[src/rtl/wave_pkg.sv]
// Shared constants and types for the wave RAM playback block.
package wave_pkg;

    localparam int unsigned WAVE_AW      = 11;
    localparam int unsigned WAVE_DW      = 9;
    localparam int unsigned WAVE_DIV_W   = 16;
    localparam int unsigned RAM_READ_LAT = 1;

    typedef logic [WAVE_AW-1:0] addr_t;
    typedef logic [WAVE_DW-1:0] sample_t;

    // Tag travelling alongside each issued read until its data is captured.
    typedef struct packed {
        logic valid;
        logic is_end;
    } rd_tag_t;

endpackage

[src/rtl/rate_tick.sv]
// Sample-rate divider: fires a tick every reload+1 clocks while run is high.
module rate_tick #(
    parameter int unsigned DIV_W = 16
) (
    input  logic             clk,
    input  logic             rst_n,
    input  logic             run,
    input  logic [DIV_W-1:0] reload,
    output logic             tick
);

    logic [DIV_W-1:0] cnt;

    assign tick = run & (cnt == '0);

    // Counter parks at zero while stopped so the first enabled cycle ticks.
    always_ff @(posedge clk or negedge rst_n) begin
        if (!rst_n) begin
            cnt <= '0;
        end else if (!run) begin
            cnt <= '0;
        end else if (tick) begin
            cnt <= reload;
        end else begin
            cnt <= cnt - DIV_W'(1);
        end
    end

endmodule

[src/rtl/wave_ram_player.sv]
// Loop playback master for the single-port sample RAM, sharing the port
// with a host write channel; playback reads always take priority.
module wave_ram_player
    import wave_pkg::*;
#(
    parameter int unsigned AW       = WAVE_AW,
    parameter int unsigned DW       = WAVE_DW,
    parameter int unsigned DIV_W    = WAVE_DIV_W,
    parameter int unsigned READ_LAT = RAM_READ_LAT
) (
    input  logic             clk,
    input  logic             rst_n,
    input  logic             run,
    input  logic [AW-1:0]    loop_start,
    input  logic [AW-1:0]    loop_end,
    input  logic [DIV_W-1:0] rate_div,
    input  logic             wr_valid,
    output logic             wr_ready,
    input  logic [AW-1:0]    wr_addr,
    input  logic [DW-1:0]    wr_data,
    output logic             ram_ce,
    output logic             ram_oce,
    output logic             ram_wre,
    output logic [AW-1:0]    ram_ad,
    output logic [DW-1:0]    ram_din,
    input  logic [DW-1:0]    ram_dout,
    output logic [DW-1:0]    sample,
    output logic             sample_valid,
    output logic             wrap
);

    logic                     tick;
    logic                     rd_issue;
    logic                     wr_accept;
    logic                     in_flight;
    logic                     is_end;
    logic [AW-1:0]            ptr;
    logic [AW-1:0]            end_q;
    rd_tag_t [READ_LAT-1:0]   pipe;

    rate_tick #(
        .DIV_W (DIV_W)
    ) u_rate_tick (
        .clk    (clk),
        .rst_n  (rst_n),
        .run    (run),
        .reload (rate_div),
        .tick   (tick)
    );

    // Qualifying with rst_n keeps the RAM port quiet while reset is held.
    assign rd_issue  = rst_n & tick;
    assign is_end    = (ptr == end_q);
    assign wr_ready  = rst_n & ~rd_issue & ~in_flight;
    assign wr_accept = wr_valid & wr_ready;
    assign ram_oce   = 1'b1;

    always_comb begin
        in_flight = 1'b0;
        for (int i = 0; i < int'(READ_LAT); i++) begin
            in_flight = in_flight | pipe[i].valid;
        end
    end

    // Single RAM port mux: read tick first, then an accepted host write.
    always_comb begin
        ram_ce  = 1'b0;
        ram_wre = 1'b0;
        ram_ad  = '0;
        ram_din = '0;
        if (rd_issue) begin
            ram_ce = 1'b1;
            ram_ad = ptr;
        end else if (wr_accept) begin
            ram_ce  = 1'b1;
            ram_wre = 1'b1;
            ram_ad  = wr_addr;
            ram_din = wr_data;
        end
    end

    // Loop bounds are only picked up while stopped or on the wrap read.
    always_ff @(posedge clk or negedge rst_n) begin
        if (!rst_n) begin
            ptr   <= '0;
            end_q <= '0;
        end else if (!run) begin
            ptr   <= loop_start;
            end_q <= loop_end;
        end else if (rd_issue) begin
            if (is_end) begin
                ptr   <= loop_start;
                end_q <= loop_end;
            end else begin
                ptr <= ptr + AW'(1);
            end
        end
    end

    always_ff @(posedge clk or negedge rst_n) begin
        if (!rst_n) begin
            pipe <= '0;
        end else begin
            pipe[0] <= {rd_issue, is_end};
            for (int i = 1; i < int'(READ_LAT); i++) begin
                pipe[i] <= pipe[i-1];
            end
        end
    end

    // Capture RAM data when the matching tag reaches the end of the pipe.
    always_ff @(posedge clk or negedge rst_n) begin
        if (!rst_n) begin
            sample       <= '0;
            sample_valid <= 1'b0;
            wrap         <= 1'b0;
        end else begin
            sample_valid <= pipe[READ_LAT-1].valid;
            wrap         <= pipe[READ_LAT-1].valid & pipe[READ_LAT-1].is_end;
            if (pipe[READ_LAT-1].valid) begin
                sample <= ram_dout;
            end
        end
    end

endmodule

[config.mk]
export PLATFORM = sky130hd
export DESIGN_NAME = wave_ram_player
export DESIGN_NICKNAME = d
export VERILOG_FILES = /design/src/rtl/wave_pkg.sv /design/src/rtl/rate_tick.sv /design/src/rtl/wave_ram_player.sv
export SDC_FILE = /design/constraint.sdc
export NUM_CORES = 1
export LEC_CHECK = 0
export CAP_MARGIN = 5
export CORE_UTILIZATION = 46
export CTS_CLUSTER_SIZE = 16
export DETAILED_ROUTE_END_ITERATION = 12
export DONT_BUFFER_PORTS = 1
export GPL_TIMING_DRIVEN = 0
export HOLD_SLACK_MARGIN = 0.06
export MAX_ROUTING_LAYER = met4
export PLACE_DENSITY = 0.69
export REMOVE_ABC_BUFFERS = 1
export SKIP_CTS_REPAIR_TIMING = 1
export SLEW_MARGIN = 20
export SYNTH_ARGS = -nofsm -noshare
export SYNTH_HDL_FRONTEND = slang
export SYNTH_HIERARCHICAL = 1
export SYNTH_SLANG_ARGS = --single-unit
[constraint.sdc]
create_clock -name clk -period 2.8 [get_ports clk]
set_input_delay 0.56 -clock clk [delete_from_list [all_inputs] [get_ports clk]]
set_output_delay 0.56 -clock clk [all_outputs]
set_load 0.01 [all_outputs]
### Word level (Yosys, flattened, before mapping)

Cells that the tools add are included.

* reduce and logical (&&, ||, !) cells: 2
* bitwise gates (word level): 8
* mux-type cells: 15
* add/sub/neg operators: 2
* eq/ne operators: 3

Operators with widths (count)
* 11-bit 2-to-1 mux: 8
* 16-bit 2-to-1 mux: 2
* 9-bit 2-to-1 mux: 2
* 16-bit zero test: 1
* 16-bit by 1-bit subtractor with 16-bit output (second input constant): 1
* 11-bit by 1-bit adder with 11-bit output (second input constant): 1
* 11-bit equality test: 1
* 1-bit bitwise AND: 6
* 2-bit by 1-bit != test with 1-bit output (second input constant): 2
* 1-bit 2-to-1 mux: 3
* 1-bit inverter: 2
* 2-bit AND reduction: 1

* flip-flop bits (word level): 51
* input bits: 71

### Logic depth before layout (Yosys ltp)

Gate-level depths: netlist (run 1).

* depth in word-level cells: 9
* gate-level depth with buffers: 12
* gate-level depth less buffers: 11

### By module

The synthesis (run 1) kept the hierarchy.

Modules (own cells, without submodules)
* wave_ram_player: area an instance 1968.1 um2, times used 1, cells each 182
* rate_tick: area an instance 979.7 um2, times used 1, cells each 102

### Worst setup path after synthesis (run 1)

No wires, ideal clock.

* path type: reg2out
* start point: register u_rate_tick.cnt[0]
* end point: output port ram_ad[0]
* required time: 2.240 ns
* setup slack: -0.195 ns
* arrival: 2.435 ns
* cell stages (with the launch flop): 12
* cell sequence: dfrtp_1 > inv_1 > ha_1 > nor4bb_1 > nand4_4 > buf_2 > inv_1 > nand2_1 > inv_1 > clkbuf_1 > buf_1 > a22o_1

* word-level cells in the longest chain between the ends: 9

RTL lines
* start: declaration: line rate_tick.sv:12 `logic [DIV_W-1:0] cnt;`
* start signal: assignment: line rate_tick.sv:23 `cnt <= reload;`
* start signal: assignment: line rate_tick.sv:25 `cnt <= cnt - DIV_W'(1);`
* 16-bit zero test *: line rate_tick.sv:14 `assign tick = run & (cnt == '0);`
* 1-bit bitwise AND *: line rate_tick.sv:14
* net tick: line wave_ram_player.sv:32 `logic tick;`
* 1-bit bitwise AND *: line wave_ram_player.sv:52 `assign rd_issue = rst_n & tick;`
* net rd_issue: line wave_ram_player.sv:33 `logic rd_issue;`
* 1-bit inverter: line wave_ram_player.sv:54 `assign wr_ready = rst_n & ~rd_issue & ~in_flight;`
* 1-bit bitwise AND (2 in a row): line wave_ram_player.sv:54
* 1-bit bitwise AND: line wave_ram_player.sv:55 `assign wr_accept = wr_valid & wr_ready;`
* 11-bit 2-to-1 mux: line wave_ram_player.sv:74 `end else if (wr_accept) begin`
* 11-bit 2-to-1 mux *: line wave_ram_player.sv:71 `if (rd_issue) begin`
* end: declaration: line wave_ram_player.sv:24 `output logic [AW-1:0] ram_ad,`

Mark *: on every way through the listed nets, which the timed path passes. The rest lies on a longest branch.

### Worst setup path in the final report (run 1)

* start point: register u_rate_tick.cnt[0]
* end point: output port ram_ad[10]

* word-level cells in the longest chain between the ends: 9

RTL lines
* 16-bit zero test: line rate_tick.sv:14
* 1-bit bitwise AND: line rate_tick.sv:14
* net tick: line wave_ram_player.sv:32
* 1-bit bitwise AND: line wave_ram_player.sv:52
* 1-bit inverter: line wave_ram_player.sv:54
* 1-bit bitwise AND (2 in a row): line wave_ram_player.sv:54
* net wr_ready: line wave_ram_player.sv:18 `output logic wr_ready,`
* 1-bit bitwise AND: line wave_ram_player.sv:55
* 11-bit 2-to-1 mux: line wave_ram_player.sv:74
* 11-bit 2-to-1 mux: line wave_ram_player.sv:71

The timed path passes the listed nets, and every way through them passes these cells.

==> flow_summary_export.csv, run 1 <==
group,metric,value,unit
status,status,"completed",
yosys,syn-cell-area,0.002948,mm2
grt,grt_pass1_vias,1978,
hold_path,worstHoldPathType,"in2async",
timing,clock_skew,14.04,ps
pwr,leakagePower,1.490,nW
yosys,synth_top_family_by_area,"simple AND/OR/NAND/NOR gates",
yosys,yosys_register_bits,51,
timing,fin_tns_setup,0,ps
pwr,total_power,2.730,mW
cts,clockBufferDepth,2,
cts,insertion_delay,320,ps
setup_path,regToRegSetupSlack,170,ps
yosys,syn_area_per_cell,10.38,um2
timing,finalHoldViolCount,0,
detailed_routing,vias,2317,
floorplanning,floorplan.die.height,82.05,um
cts,cts.clk_slew.worst_paths,100,ps
placed_design,hpwl,4379,um
yosys,async_reset_ff_share,100.0,%
timing,fin_crit_sh,97.89,%
detailed_routing,drtIter0Drc,143,
floorplanning,std_cell_rows,28,
cts,htreeDepth,2,
timing,slew_violations,0,
grt,grt_max_degree,56,
final_layout,diodes,0,
final_layout,syn2layout_area_growth,11.25,%
timing,relSlewSlack,39.13,%
final_layout,postLayoutCellArea,0.003279,mm2
setup_path,r2r_cells,8,
timing,worstMarginPinSlew,906.1,ps
detailed_routing,drc_errors,0,
yosys,synth-seq-area-share,43.29,%
cts,cts_buffers,5,
detailed_routing,drt_wl_total,7142,um
cts,cts_tree,"done",
yosys,synth_compound_gate_area_share,13.54,%
floorplanning,io_pins,106,
setup_path,reg2reg_from,"u_rate_tick/cnt[6]",
yosys,muxShareOfSynthArea,9.720,%
pwr,cellPowerDensity,832.4,mW/mm2
placed_design,placed_cells,342,
final_layout,post-route-util,54.11,%
setup_path,reg2reg_to,"end_q[2]",
timing,setup_violations,0,
cts,clkSinkCount,51,
yosys,ys_types,48,
grt,antenna_found_initial,0,
placed_design,place_congestion,0.8268,
yosys,synthXorXnorAreaFrac,7.428,%
pwr,ir_worst_vdd,0.6089,mV
detailed_routing,drtPass1Iterations,4,
grt,grt_pass1_wl,9528,um
detailed_routing,vias_per_cell,6.262,
timing,rsz0062_at_grt,"true",
yosys,synth_fa_ha_area_share,1.273,%
grt,grt_use_total,19.56,%
detailed_routing,routedWlPerCell,19.30,um
setup_path,cp_max_fo,8,
yosys,synth-simple-area-share,19.52,%
final_layout,finalNonFillerCells,370,
setup_path,critPathArrivalTime,2180,ps
cts,root_buffer,"clkbuf_8",
placed_design,dpl_cell_area,0.002925,mm2
final_layout,drive_above_1_share,23.73,%
timing,clock.fmax,364.9,MHz
grt,grt-ovfl-total,0,
detailed_routing,final_antenna_net_count,0,
yosys,ys.flop_type,"dfrtp_1",
floorplanning,die-area,0.006732,mm2
timing,min_period,2741,ps
final_layout,final_nets,368,
placed_design,numPortBuffers,0,
setup_path,cp-start-kind,"flip-flop",
job,drv_cap,0,
setup_path,cp_data_required_time,2240,ps
yosys,synthCells,284,
floorplanning,core_area,0.006061,mm2
floorplanning,die_w,82.05,um
setup_path,endpoint_kind,"output pin",
yosys,synth_edf_count,0,
yosys,synth_warnings,6,
floorplanning,start_util,48.64,%
setup_path,crit_type,"reg2out",
==> per-stage QoR <==
stage	setup WS (ps)	hold slack (ps)
floorplan	-243.0	264.4
global placement	-871.5	265.5
detailed placement	-903.4	265.4
CTS	-1240	-81.07
global route	-48.51	100.5
finish	59.16	92.75
==> cells by family after synthesis <==
kind of cell,count (synthesis)
fa+ha+maj,3
simple gates,97
other cells,1
mux,23
compound gates,58
buf+inv,26
flops,51
xor+xnor,25
==> Yosys cell counts (7+ instances only) <==
cell type | n | share of area [%]
inv_1 | 9 | 1.1
nand2_1 | 34 | 4.3
mux2_4 | 8 | 4.1
xor2_1 | 20 | 5.9
and3_1 | 13 | 2.8
clkbuf_1 | 7 | 0.89
o21ai_0 | 17 | 2.9
a21oi_1 | 8 | 1.4
nand3_1 | 11 | 1.9
nand4_1 | 7 | 1.5
a22o_1 | 8 | 2.4
mux2_2 | 13 | 5.0
dfrtp_1 | 51 | 43
==> worst max-delay path: stages (launching register included) <==
cell and delay [ps]:
dfrtp_1 400, inv_2 70, ha_4 150, nor4bb_4 150
nand4_4 120, inv_4 80, nor3b_4 400, and2_4 310
a22o_1 200
==> layer usage <==
layer,wire length (um),GRT usage [%]
met5,0,-
met1,3216,24.97
met3,438,3.111
met2,3384,30.58
met4,103,8.421
==> power by group <==
group / internal [mW] / total [mW] / switching (mW)
Sequential: 0.914 / 1.16 / 0.249
Clock: 0.186 / 0.457 / 0.271
Combinational: 0.555 / 1.11 / 0.555
==> registers in the layout, indices dropped and copies added (netlist names) <==
signal           count
in_flight            1
sample_valid         1
wrap                 1
u_rate_tick/cnt     16
pipe                 1
sample               9
end_q               11
ptr                 11
==> how the worst max path moves through the flow <==
stage / start / to / cells after the start
detailed placement: u_rate_tick/cnt[0] / ram_ad[0] / 8
finish: u_rate_tick/cnt[0] / ram_ad[10] / 8
global route: u_rate_tick/cnt[0] / ram_ad[2] / 8
CTS: u_rate_tick/cnt[0] / ram_ad[10] / 8
global placement: u_rate_tick/cnt[3] / end_q[1] / 7
floorplan: u_rate_tick/cnt[0] / ram_ad[0] / 8
==> placed cells by master (no fill, tap or decap), types with 2 or more instances in the layout <==
cell type,netlist,final
a21oi_1,8,8
a22o_1,8,8
a31oi_1,4,4
and2_4,0,2
and3_1,13,13
and4_1,2,2
buf_4,3,14
clkbuf_8,0,5
clkinv_4,0,2
clkinvlp_4,0,3
dfrtp_1,51,49
dfrtp_2,0,2
ha_1,3,2
inv_1,9,5
inv_2,0,2
mux2_2,13,13
mux2_4,8,8
mux2i_1,2,2
nand2_1,34,33
nand3_1,11,11
nand4_1,7,7
nor2_1,6,6
nor3_1,6,6
nor4_1,3,2
nor4_4,4,5
o211a_1,5,5
o21ai_0,17,17
o21ai_1,5,5
o311ai_0,2,2
o31ai_1,2,2
xnor2_1,5,5
xor2_1,20,20
==> final cells by class <==
cell class              count  area (um2)
fillers                   551        2781
multi-input cells         210        1622
flip-flops and latches     51        1279
repair buffers             15       132.6
well taps                  75       93.84
clock buffers               5       68.82
inverters                   9       40.04
clock inverters             3       28.78
repair inverters            2       15.01
(Power assumes the default switching activity.)
==> run 2: changes to the inputs <==
- PLACE_DENSITY: 0.69 -> default
==> run 2 against run 1 <==
Effect of this change: via count decreased by 3.8%; clock power increased by 17%; non-clock buffer count down 5; combinational power down 4%; routed wire length shrank 5.1%; register-to-register slack improved by 70 ps; sequential share of layout area down 0.29 points; global-route usage grew 0.081 points; worst setup slack lost 23 ps; largest power group unchanged.
==> flow_summary_export.csv, run 2 (synthesized netlist as in run 1, its figures left out) <==
group,metric,value,unit
cts,cts_buffers,5,
timing,clock_skew,12.80,ps
cts,insertion_delay,300,ps
cts,cts.clk_slew.worst_paths,100,ps
timing,clock.fmax,361.9,MHz
final_layout,diodes,0,
pwr,total_power,2.753,mW
floorplanning,die_w,82.05,um
grt,grt_pass1_vias,1979,
floorplanning,core_area,0.006061,mm2
floorplanning,std_cell_rows,28,
cts,clockBufferDepth,2,
placed_design,placed_cells,342,
timing,finalHoldViolCount,0,
timing,rsz0062_at_grt,"true",
timing,min_period,2763,ps
detailed_routing,drtPass1Iterations,4,
job,drv_cap,0,
floorplanning,io_pins,106,
floorplanning,die-area,0.006732,mm2
grt,grt_use_total,19.65,%
hold_path,worstHoldPathType,"in2async",
timing,slew_violations,0,
final_layout,drive_above_1_share,23.10,%
status,status,"completed",
placed_design,dpl_cell_area,0.002925,mm2
final_layout,final_common_cell,"dfrtp_1",
floorplanning,start_util,48.64,%
placed_design,numPortBuffers,0,
cts,clkSinkCount,51,
placed_design,hpwl,4336,um
detailed_routing,drt_wl_total,6776,um
setup_path,cp_max_fo,8,
final_layout,layout_common_cells,"dfrtp_1 (50), nand2_1 (33), xor2_1 (20), o21ai_0 (17)",
pwr,ir_worst_vdd,0.3951,mV
setup_path,crit_type,"reg2out",
floorplanning,floorplan.die.height,82.05,um
setup_path,cp_data_required_time,2240,ps
setup_path,cp-start-kind,"flip-flop",
grt,grt-ovfl-total,0,
timing,worstMarginPinSlew,876.9,ps
detailed_routing,drtIter0Drc,128,
detailed_routing,vias_per_cell,6.107,
grt,grt_max_degree,56,
pwr,leakagePower,1.495,nW
detailed_routing,routedWlPerCell,18.56,um
grt,antenna_found_initial,0,
detailed_routing,final_antenna_net_count,0,
grt,grt_pass1_wl,9604,um
placed_design,place_congestion,0.7869,
pwr,cellPowerDensity,834.1,mW/mm2
cts,root_buffer,"clkbuf_8",
final_layout,postLayoutCellArea,0.003301,mm2
setup_path,critPathArrivalTime,2200,ps
cts,cts_tree,"done",
final_layout,largest_register,"u_rate_tick/cnt",
timing,setup_violations,0,
final_layout,final_nets,363,
detailed_routing,vias,2229,
timing,relSlewSlack,41.09,%
timing,fin_crit_sh,98.70,%
final_layout,reg_top3,"u_rate_tick/cnt (16), end_q (11), ptr (11)",
final_layout,finalNonFillerCells,365,
detailed_routing,drc_errors,0,
cts,htreeDepth,2,
final_layout,syn2layout_area_growth,11.97,%
setup_path,endpoint_kind,"output pin",
final_layout,largest_reg_flops,16,
[run 2: stage by stage]
| step | setup slack (ps) | setup TNS (ps) | hold WS (ps) | util, % |
|---|---|---|---|---|
| detailed placement | -879.9 | -28260 | 265.7 | 48.27 |
| global placement | -802.8 | -25300 | 265.7 | 48.27 |
| finish | 36.50 | 0 | 101.4 | 54.46 |
| CTS | -1192 | -36590 | -66.98 | 50.21 |
| floorplan | -243.0 | -4681 | 264.4 | - |
| global route | -65.18 | -336.1 | 104.2 | 54.46 |
[run 2: final timing paths]
| kind | end | start | slack (ps) | cells after the start |
|---|---|---|---|---|
| setup / recovery | ram_ad[10] | u_rate_tick/cnt[1] | 40 | 8 |
| hold / removal | sample[8] | rst_n | 100 | 1 |
| hold reg to reg | wrap | pipe[0] | 480 | 1 |
| max in group asynchronous | ptr[2] | rst_n | 2450 | 1 |
| min in group clk | ptr[7] | loop_start[7] | 370 | 1 |
| setup reg to reg | end_q[0] | u_rate_tick/cnt[1] | 240 | 9 |
[run 2: final cells by class]
| type | instances | area (um2) |
|---|---|---|
| multi-input combinational | 210 | 1659 |
| clock inverter | 2 | 35.03 |
| timing repair buffer | 10 | 95.09 |
| tap | 75 | 93.84 |
| fill | 545 | 2760 |
| inverter | 9 | 42.54 |
| timing repair inverter | 2 | 15.01 |
| clock buffer | 6 | 82.58 |
| sequential | 51 | 1277 |
[run 2: power breakdown]
group | internal [mW] | total [mW] | switching (mW) | leakage, nW
Combinational | 0.532 | 1.07 | 0.535 | 0.790
Sequential | 0.913 | 1.15 | 0.240 | 0.643
Clock | 0.290 | 0.533 | 0.243 | 0.0612
[run 2: layer usage]
layer	part of all wire (%)	track usage, %	routed length, um	up-vias
li1	-	-	-	1046
met1	47	26.84	3211	1081
met2	46	30.25	3091	100
met3	6.7	4.333	451	2
met4	0.31	3.158	21	0
met5	0	-	0	-
[run 2: worst max-delay path, cell delays in order (launching register included)]
cell,delay [ps]
dfrtp_1,360
inv_1,90
ha_4,170
nor4bb_4,160
nand4_4,100
clkinv_4,80
nor3b_4,400
and2_4,340
a22o_1,210
==> run 3: changes to the inputs <==
- RECOVER_POWER: default -> 50
==> run 3 against run 2 <==
Effect of this change: sequential power about the same; largest power group unchanged; critical path type unchanged; first-iteration DRC count stayed put; clock skew barely moved; clock power is essentially flat; via count about the same; register-to-register slack hardly changed; routed wire length about the same.
==> flow_summary_export.csv, run 3 (synthesized netlist as in run 1, its figures left out) <==
group,metric,value,unit
status,status,"completed",
final_layout,postLayoutCellArea,0.003278,mm2
floorplanning,std_cell_rows,28,
detailed_routing,drtPass1Iterations,4,
timing,setup_violations,0,
cts,cts.clk_slew.worst_paths,100,ps
cts,cts_tree,"done",
pwr,leakagePower,1.486,nW
timing,slew_violations,0,
detailed_routing,drt_wl_total,6780,um
setup_path,reg2reg_to,"end_q[0]",
pwr,cellPowerDensity,838.7,mW/mm2
setup_path,regToRegSetupSlack,240,ps
floorplanning,floorplan.die.height,82.05,um
timing,relSlewSlack,15.71,%
setup_path,r2r_cells,9,
detailed_routing,final_antenna_net_count,0,
final_layout,final_common_cell,"dfrtp_1",
floorplanning,die-area,0.006732,mm2
placed_design,placed_cells,342,
placed_design,place_congestion,0.7869,
setup_path,endpoint,"ram_ad[10]",
floorplanning,start_util,48.64,%
final_layout,reg_top3,"u_rate_tick/cnt (16), end_q (11), ptr (11)",
setup_path,cp-start-kind,"flip-flop",
job,drv_cap,0,
cts,clockBufferDepth,2,
timing,clock.fmax,361.9,MHz
setup_path,cp_max_fo,8,
setup_path,reg2reg_from,"u_rate_tick/cnt[1]",
setup_path,worstSetupStartpoint,"u_rate_tick/cnt[1]",
setup_path,crit_type,"reg2out",
cts,clkSinkCount,51,
cts,insertion_delay,300,ps
placed_design,numPortBuffers,0,
final_layout,largest_reg_flops,16,
grt,grt_pass1_wl,9604,um
grt,grt_pass1_vias,1979,
placed_design,hpwl,4336,um
pwr,ir_worst_vdd,0.3951,mV
hold_path,worstHoldPathType,"in2reg",
grt,antenna_found_initial,0,
cts,cts_buffers,5,
final_layout,drive_above_1_share,23.10,%
detailed_routing,routedWlPerCell,18.58,um
final_layout,largest_register,"u_rate_tick/cnt",
cts,htreeDepth,2,
placed_design,dpl_cell_area,0.002925,mm2
grt,grt_use_total,19.65,%
final_layout,finalNonFillerCells,365,
timing,fin_crit_sh,98.70,%
detailed_routing,vias_per_cell,6.104,
final_layout,syn2layout_area_growth,11.21,%
floorplanning,die_w,82.05,um
detailed_routing,drtIter0Drc,128,
grt,grt-ovfl-total,0,
final_layout,layout_common_cells,"dfrtp_1 (50), nand2_1 (33), xor2_1 (20), o21ai_0 (17)",
setup_path,endpoint_kind,"output pin",
timing,finalHoldViolCount,0,
setup_path,critPathArrivalTime,2200,ps
grt,grt_max_degree,56,
timing,rsz0062_at_grt,"true",
final_layout,diodes,0,
floorplanning,core_area,0.006061,mm2
setup_path,cp_data_required_time,2240,ps
timing,clock_skew,12.88,ps
final_layout,final_nets,363,
cts,root_buffer,"clkbuf_8",
timing,min_period,2763,ps
detailed_routing,vias,2228,
detailed_routing,drc_errors,0,
floorplanning,io_pins,106,
timing,worstMarginPinSlew,1264,ps
run 3: cell count changes in the layout (fill, tap and decap cells not counted), sizes merged:
| cell | before | now |
|---|---|---|
| clkbuf | 6 | 7 |
| buf | 10 | 9 |
run 3: final cells by class:
type | instances | area, um2
multi-input cells | 210 | 1659
fillers | 548 | 2783
clock buffers | 6 | 82.58
inverters | 9 | 42.54
flip-flops and latches | 51 | 1277
clock inverters | 2 | 35.03
repair inverters | 2 | 15.01
repair buffers | 10 | 72.57
well taps | 75 | 93.84
run 3: worst max-delay path, cell delays in order, from the launching register on:
cell      delay (ps)
dfrtp_1          360
inv_1             90
ha_4             170
nor4bb_4         160
nand4_4          100
clkinv_4          80
nor3b_4          400
and2_4           340
a22o_1           210
run 3: through the flow:
step / power, mW / hold WS (ps) / setup TNS (ps) / utilization (%) / setup WS (ps)
finish: 2.749 / 370.4 / 0 / 54.09 / 36.50
global route: 2.950 / 361.3 / -336.1 / 54.09 / -65.18
CTS: 2.519 / -66.98 / -36590 / 50.21 / -1192
detailed placement: 1.980 / 265.7 / -28260 / 48.27 / -879.9
global placement: 1.961 / 265.7 / -25300 / 48.27 / -802.8
floorplan: 1.817 / 264.4 / -4681 / - / -243.0
run 3: worst min-delay path by stage:
stage,from,end,cells past startpoint
after global placement,rst_n,sample[0],0
final,loop_start[7],ptr[7],1
after detailed placement,rst_n,sample[0],0
after CTS,rst_n,u_rate_tick/cnt[12],0
after global routing,loop_start[7],ptr[7],1
after floorplan,rst_n,end_q[0],0
run 3: power by group:
group | switching, mW | internal, mW | total, mW
sequential | 0.240 | 0.913 | 1.15
clock | 0.243 | 0.290 | 0.533
combinational | 0.535 | 0.529 | 1.06
total | 1.02 | 1.73 | 2.75
run 3: layer usage:
layer  part of all wire (%)  GRT usage (%)  vias up
li1                       -              -     1045
met1                     47          26.84     1081
met2                     46          30.25      100
met3                    6.7          4.333        2
met4                   0.31          3.158        0
met5                      0              -        -
